## src/rtl/instr_fetch_unit_pkg.sv

```systemverilog
// Shared definitions for the instruction fetch stage: FSM state encoding,
// the canonical NOP word and the sequential PC step.
package instr_fetch_unit_pkg;

   localparam int unsigned DATA_LEN_C = 32;

   // addi x0,x0,0 -- presented when no instruction is held or on a bus error
   localparam logic [31:0] INSTR_NOP_C = 32'h0000_0013;

   // Byte distance between consecutive instruction words
   localparam int unsigned PC_STEP_C = 4;

   typedef enum logic [1:0] {
      S_RESET = 2'b00,
      S_REQ   = 2'b01,
      S_WAIT  = 2'b10,
      S_VALID = 2'b11
   } fetch_state_e;

endpackage

```

## src/rtl/instr_fetch_unit.sv

```systemverilog
// Instruction fetch stage. Keeps the PC, issues one word request at a time
// over req/gnt/rvalid and presents the returned word (with its PC) to decode.
//
// Handshakes:
//   imem request : o_imem_req/o_imem_addr are held stable until i_imem_gnt is
//                  sampled high on a rising edge; i_imem_gnt without a request
//                  is ignored. Exactly one response (i_imem_rvalid) follows
//                  each granted request; i_imem_err is meaningful only with
//                  i_imem_rvalid.
//   decode       : o_instr/o_pc/o_instr_err are stable while o_instr_valid is
//                  high and i_instr_ready is low; the word is consumed on a
//                  rising edge with o_instr_valid and i_instr_ready both high.
//   redirect     : i_redirect wins over everything except reset. A response
//                  already in flight when a redirect arrives is dropped.
module instr_fetch_unit
   import instr_fetch_unit_pkg::*;
#(
   parameter int unsigned         DATA_LEN  = DATA_LEN_C,
   parameter logic [DATA_LEN-1:0] RESET_PC  = '0,
   parameter logic [DATA_LEN-1:0] NOP_INSTR = DATA_LEN'(INSTR_NOP_C)
) (
   input  logic                i_clk,
   input  logic                i_rst_n,
   output logic                o_imem_req,
   output logic [DATA_LEN-1:0] o_imem_addr,
   input  logic                i_imem_gnt,
   input  logic                i_imem_rvalid,
   input  logic [DATA_LEN-1:0] i_imem_rdata,
   input  logic                i_imem_err,
   output logic                o_instr_valid,
   input  logic                i_instr_ready,
   output logic [DATA_LEN-1:0] o_instr,
   output logic [DATA_LEN-1:0] o_pc,
   output logic                o_instr_err,
   input  logic                i_redirect,
   input  logic [DATA_LEN-1:0] i_redirect_pc,
   output fetch_state_e        o_state
);

   localparam logic [DATA_LEN-1:0] PC_STEP    = DATA_LEN'(PC_STEP_C);
   localparam logic [DATA_LEN-1:0] ALIGN_MASK = ~(PC_STEP - DATA_LEN'(1));

   fetch_state_e        state_q, state_d;
   logic [DATA_LEN-1:0] pc_q, pc_d;          // next address to request
   logic [DATA_LEN-1:0] pc_req_q, pc_req_d;  // address of the granted request
   logic                discard_q, discard_d;
   logic [DATA_LEN-1:0] instr_q, instr_d;
   logic [DATA_LEN-1:0] out_pc_q, out_pc_d;
   logic                err_q, err_d;
   logic                valid_q, valid_d;
   logic [DATA_LEN-1:0] redirect_pc;

   // Redirect targets are always word aligned
   assign redirect_pc = i_redirect_pc & ALIGN_MASK;

   // Next-state, PC and output-holding-register logic
   always_comb begin
      state_d   = state_q;
      pc_d      = pc_q;
      pc_req_d  = pc_req_q;
      discard_d = discard_q;
      instr_d   = instr_q;
      out_pc_d  = out_pc_q;
      err_d     = err_q;
      valid_d   = valid_q;

      case (state_q)
         S_RESET: begin
            // redirects are ignored until the first request is up
            state_d = S_REQ;
         end

         S_REQ: begin
            if (i_imem_gnt) begin
               pc_req_d = pc_q;
               state_d  = S_WAIT;
               // the old address was accepted; its response must be dropped
               if (i_redirect) discard_d = 1'b1;
            end
            if (i_redirect) pc_d = redirect_pc;
         end

         S_WAIT: begin
            if (i_imem_rvalid) begin
               if (discard_q || i_redirect) begin
                  discard_d = 1'b0;
                  state_d   = S_REQ;
               end else begin
                  instr_d  = i_imem_err ? NOP_INSTR : i_imem_rdata;
                  out_pc_d = pc_req_q;
                  err_d    = i_imem_err;
                  valid_d  = 1'b1;
                  pc_d     = pc_req_q + PC_STEP;
                  state_d  = S_VALID;
               end
            end else if (i_redirect) begin
               discard_d = 1'b1;
            end
            if (i_redirect) pc_d = redirect_pc;
         end

         S_VALID: begin
            if (i_redirect) begin
               // squash the presented word even if decode is ready
               valid_d = 1'b0;
               pc_d    = redirect_pc;
               state_d = S_REQ;
            end else if (i_instr_ready) begin
               valid_d = 1'b0;
               state_d = S_REQ;
            end
         end

         default: begin
            state_d = S_RESET;
         end
      endcase
   end

   // State and output holding registers, cleared asynchronously
   always_ff @(posedge i_clk or negedge i_rst_n) begin
      if (!i_rst_n) begin
         state_q   <= S_RESET;
         pc_q      <= RESET_PC;
         pc_req_q  <= RESET_PC;
         discard_q <= 1'b0;
         instr_q   <= NOP_INSTR;
         out_pc_q  <= RESET_PC;
         err_q     <= 1'b0;
         valid_q   <= 1'b0;
      end else begin
         state_q   <= state_d;
         pc_q      <= pc_d;
         pc_req_q  <= pc_req_d;
         discard_q <= discard_d;
         instr_q   <= instr_d;
         out_pc_q  <= out_pc_d;
         err_q     <= err_d;
         valid_q   <= valid_d;
      end
   end

   assign o_imem_req    = (state_q == S_REQ);
   assign o_imem_addr   = pc_q;
   assign o_instr_valid = valid_q;
   assign o_instr       = instr_q;
   assign o_pc          = out_pc_q;
   assign o_instr_err   = err_q;
   assign o_state       = state_q;

endmodule

```

## config.mk

```make
export PLATFORM = sky130hd
export DESIGN_NAME = instr_fetch_unit
export DESIGN_NICKNAME = d
export VERILOG_FILES = /design/src/rtl/instr_fetch_unit_pkg.sv /design/src/rtl/instr_fetch_unit.sv
export SDC_FILE = /design/constraint.sdc
export NUM_CORES = 1
export LEC_CHECK = 0
export ABC_AREA = 1
export CAP_MARGIN = 5
export CORE_ASPECT_RATIO = 1.25
export CORE_MARGIN = 5
export CORE_UTILIZATION = 52
export CTS_BUF_LIST = sky130_fd_sc_hd__clkbuf_16
export DETAILED_ROUTE_END_ITERATION = 12
export MAX_ROUTING_LAYER = met4
export PLACE_DENSITY = 0.82
export SYNTH_ARGS = -nofsm -noshare
export SYNTH_HDL_FRONTEND = slang
export SYNTH_SLANG_ARGS = --single-unit
```

## constraint.sdc

```tcl
create_clock -name i_clk -period 4.1 [get_ports i_clk]
set_input_delay 1.025 -clock i_clk [delete_from_list [all_inputs] [get_ports i_clk]]
set_output_delay 1.025 -clock i_clk [all_outputs]
set_load 0.005 [all_outputs]
```

==> impl_results.md <==
* HP Class: flip-flop to flip-flop
* Via/cell ratio at 5.43
* Largest family of logic cells by synthesized area: simple AND/OR/NAND/NOR gates
* CP arrival at approximately 1800 ps
* Crit share post-route at a little over two thirds
* GPL Wtd Cong at between 0.9 and 1
* Post-synthesis xor/xnor area fraction at less than 1%
* TritonCTS clock tree: built
* Worst setup EP type: output pin
* Synth Area in Adders at under 10%
* Post-route DRC at 0
* Busiest grt layer: met2
* Setup slack, reg-to-reg at between 1500 and 2000 ps
* #FFs+latches synth at around 130
* Final slew viol count at 0
* R2r startpoint: o_state[1]$_DFFE_PN0P_
* Clk Latency, worst-skew pair at 410 ps
* Total global routing track utilization at approximately 26%
* Worst path required time at ~3100 ps
* Clk sink count at 133
* Power Density at about 750 mW/mm^2
* Worst clock skew at between 7 and 8 ps
* Post-CTS setup buffers at 0
* Initial Util at a little over half
* RSZ-0062 raised after global routing: no
* Tmin final at 2860 ps
* Initial DRC count at roughly 400
* Synth Net Count at 794
* Max Freq at 0.350 GHz
* Maxcap violations at 0
* Hold bufs inserted after CTS at 0
* R2R Path End: o_imem_addr[7]$_DFFE_PN0P_
* Worst reg2reg path depth at 8
* Measured slew at the worst slew-check pin at 1060 ps
* Vias in the first global route at 5547
* Pre-antenna DRT Iters at 5
* Worst Hold Launch: o_pc[0]$_DFFE_PN0P_
* Final hold vios at 0
* Final wirelength at 17.2 mm
* Num CTS Buffers at 17
* Final setup violation count at 0
* Root Driver: clkbuf_16
* Leak at 4.00 nW
* GR met1 Demand/Resource at roughly 32%
* Antenna violations before repair at 0
* DP HPWL at ~12 mm
* Die width at between 100 and 150 um
* I/O pin cnt at 172
* Simple-gate share of the synthesized area at around a quarter
* Clk pin slew, worst setup/hold paths at ~60 ps
* Mux cell area share after synthesis at 0%
* Post-Syn Instances at roughly 700
* Worst hold path depth at 2
* Layout area overhead at 39.1%
* Hold endpoint: o_pc[0]$_DFFE_PN0P_
* Library cells used by synthesis at 31
* Warnings from Yosys at 0
* Die Y at around 130 um
* Full die area at approximately 0.014 mm^2
* Crit-path max FO at 7
* Synth Cell Area at 0.00612 mm^2
* Cts repair resizes at 0
* Total gr overflow at 0
* Vias at about 5600
* Post-route setup TNS at 0 ps
* Largest net degree at the start of global routing at around 130
* H-tree levels at 4
* Final #Nets at approximately 960
* Clock Tree Buf Depth at 2
* GR Util met3 at slightly above 5%
* Row cnt at 44
* Port Buf Inserts at 169
* Critical setup path kind: flip-flop to output pin
* Final Hold Slack at 473 ps
* Post-synthesis sequential area ratio at ~54%
* Slew HR at roughly 29%
* First-pass GRT wire length at 27.8 mm
* Global-route met2 utilization at between 40% and 50%
* Crit start category: flip-flop
* Antenna cells at 0
* Share of cells above drive strength 1 at between 7 and 8%
* Mean post-synth cell area at ~8.5 um^2
* Core Util, Final at 73.6%
* CORE AREA at ~0.012 mm^2
* DR WL/cell at around 17 um
* Compound-Gate Fraction of Synth Area at 14.0%
* Power Total at between 6 and 7 mW
* Maximum vdd drop at roughly 0.46 mV
* Post-route ant nets at 0
* Status: complete, no violations
-- power breakdown --
part | total (mW) | leakage (nW) | internal [mW] | switching (mW)
registers | 2.32 | 1.64 | 1.87 | 0.447
clock network | 1.61 | 0.304 | 1.02 | 0.584
logic | 2.50 | 2.06 | 1.22 | 1.28
total | 6.42 | 4.00 | 4.11 | 2.31
-- stage by stage --
| step | cells | area (um^2) | worst slack [ps] |
|---|---|---|---|
| after floorplan | 718 | 6120 | 2160 |
| after global placement | 999 | 7880 | 1030 |
| after detailed placement | 999 | 7880 | 956 |
| after CTS | 1031 | 8510 | 1220 |
| after global routing | 1031 | 8510 | 1170 |
| final | 1031 | 8510 | 1240 |
-- metal layers --
layer,wire length [um],part of all wire [%]
met2,8580,50
met4,364,2.1
met5,0,0
met3,990,5.8
met1,7270,42
-- worst max-delay path by stage --
| stage | from | endpoint | slack, ps |
|---|---|---|---|
| finish | o_state[1]$_DFFE_PN0P_ | o_imem_req | 1240 |
| global route | i_redirect | o_instr[4]$_DFFE_PN1P_ | 1170 |
| CTS | o_state[1]$_DFFE_PN0P_ | o_imem_req | 1220 |
| detailed placement | i_redirect | o_instr[4]$_DFFE_PN1P_ | 960 |
| global placement | i_redirect | o_instr[0]$_DFFE_PN1P_ | 1030 |
| floorplan | i_redirect | o_instr[11]$_DFFE_PN0P_ | 2160 |
-- cell families after synthesis --
family,Yosys count
flops,133
buf+inv,84
simple gates,351
compound gates,143
xor+xnor,2
fa+ha+maj,5
-- Yosys cell counts --
cell / instances / area, um^2
nand2_1: 184 / 691
dfrtp_1: 130 / 3250
nor2_1: 99 / 372
a21oi_1: 51 / 255
inv_1: 47 / 176
nand3_1: 44 / 220
o21ai_0: 41 / 205
a22o_1: 29 / 254
clkbuf_1: 13 / 48.8
buf_2: 11 / 55.1
o21ai_1: 9 / 45.0
nor2_2: 8 / 50.1
inv_2: 7 / 26.3
ha_1: 5 / 62.6
nand2_2: 4 / 25.0
a22oi_1: 3 / 22.5
buf_4: 3 / 22.5
dfstp_2: 3 / 78.8
nand2_4: 3 / 33.8
nor2_4: 3 / 33.8
nor2_8: 3 / 60.1
o211ai_1: 3 / 22.5
o22a_1: 3 / 26.3
a31oi_1: 2 / 12.5
and2_1: 2 / 12.5
buf_1: 2 / 7.51
o31ai_1: 2 / 15.0
inv_4: 1 / 6.26
nor3_1: 1 / 5.00
xnor2_1: 1 / 8.76
xor2_1: 1 / 8.76
-- layout by cell type, fill, tap and decap left out, drive strengths merged --
master	instances
clkbuf	17
o31ai	2
nand2	191
nand3	44
clkdlybuf4s50	168
ha	5
o21ai	50
clkinvlp	2
and2	2
o22a	3
xor2	1
a22oi	3
clkinv	6
buf	4
bufinv	4
dfrtp	130
nor3	1
a21oi	51
nor2	113
inv	58
a31oi	2
o211ai	3
a22o	29
dfstp	3
xnor2	1
-- state kept, by name, summed over array words and instances (netlist names) --
signal and cells:
o_imem_addr 32, o_instr 32, o_pc 32, pc_req_q 32
o_state 2, discard_q 1, o_instr_err 1, o_instr_valid 1
-- cell type report --
class | instances | area (um^2)
clock buffer | 17 | 425
sequential | 133 | 3330
multi-input combinational | 501 | 2440
tap | 138 | 173
inverter | 55 | 209
timing repair buffer | 172 | 1720
fill | 850 | 3050
clock inverter | 15 | 203
-- worst max-delay path, stage by stage (launching register included) --
cell             delay, ps
dfrtp_1                440
inv_1                  100
ha_1                   320
clkdlybuf4s50_1        560
Power figures use the tool's default switching activity.
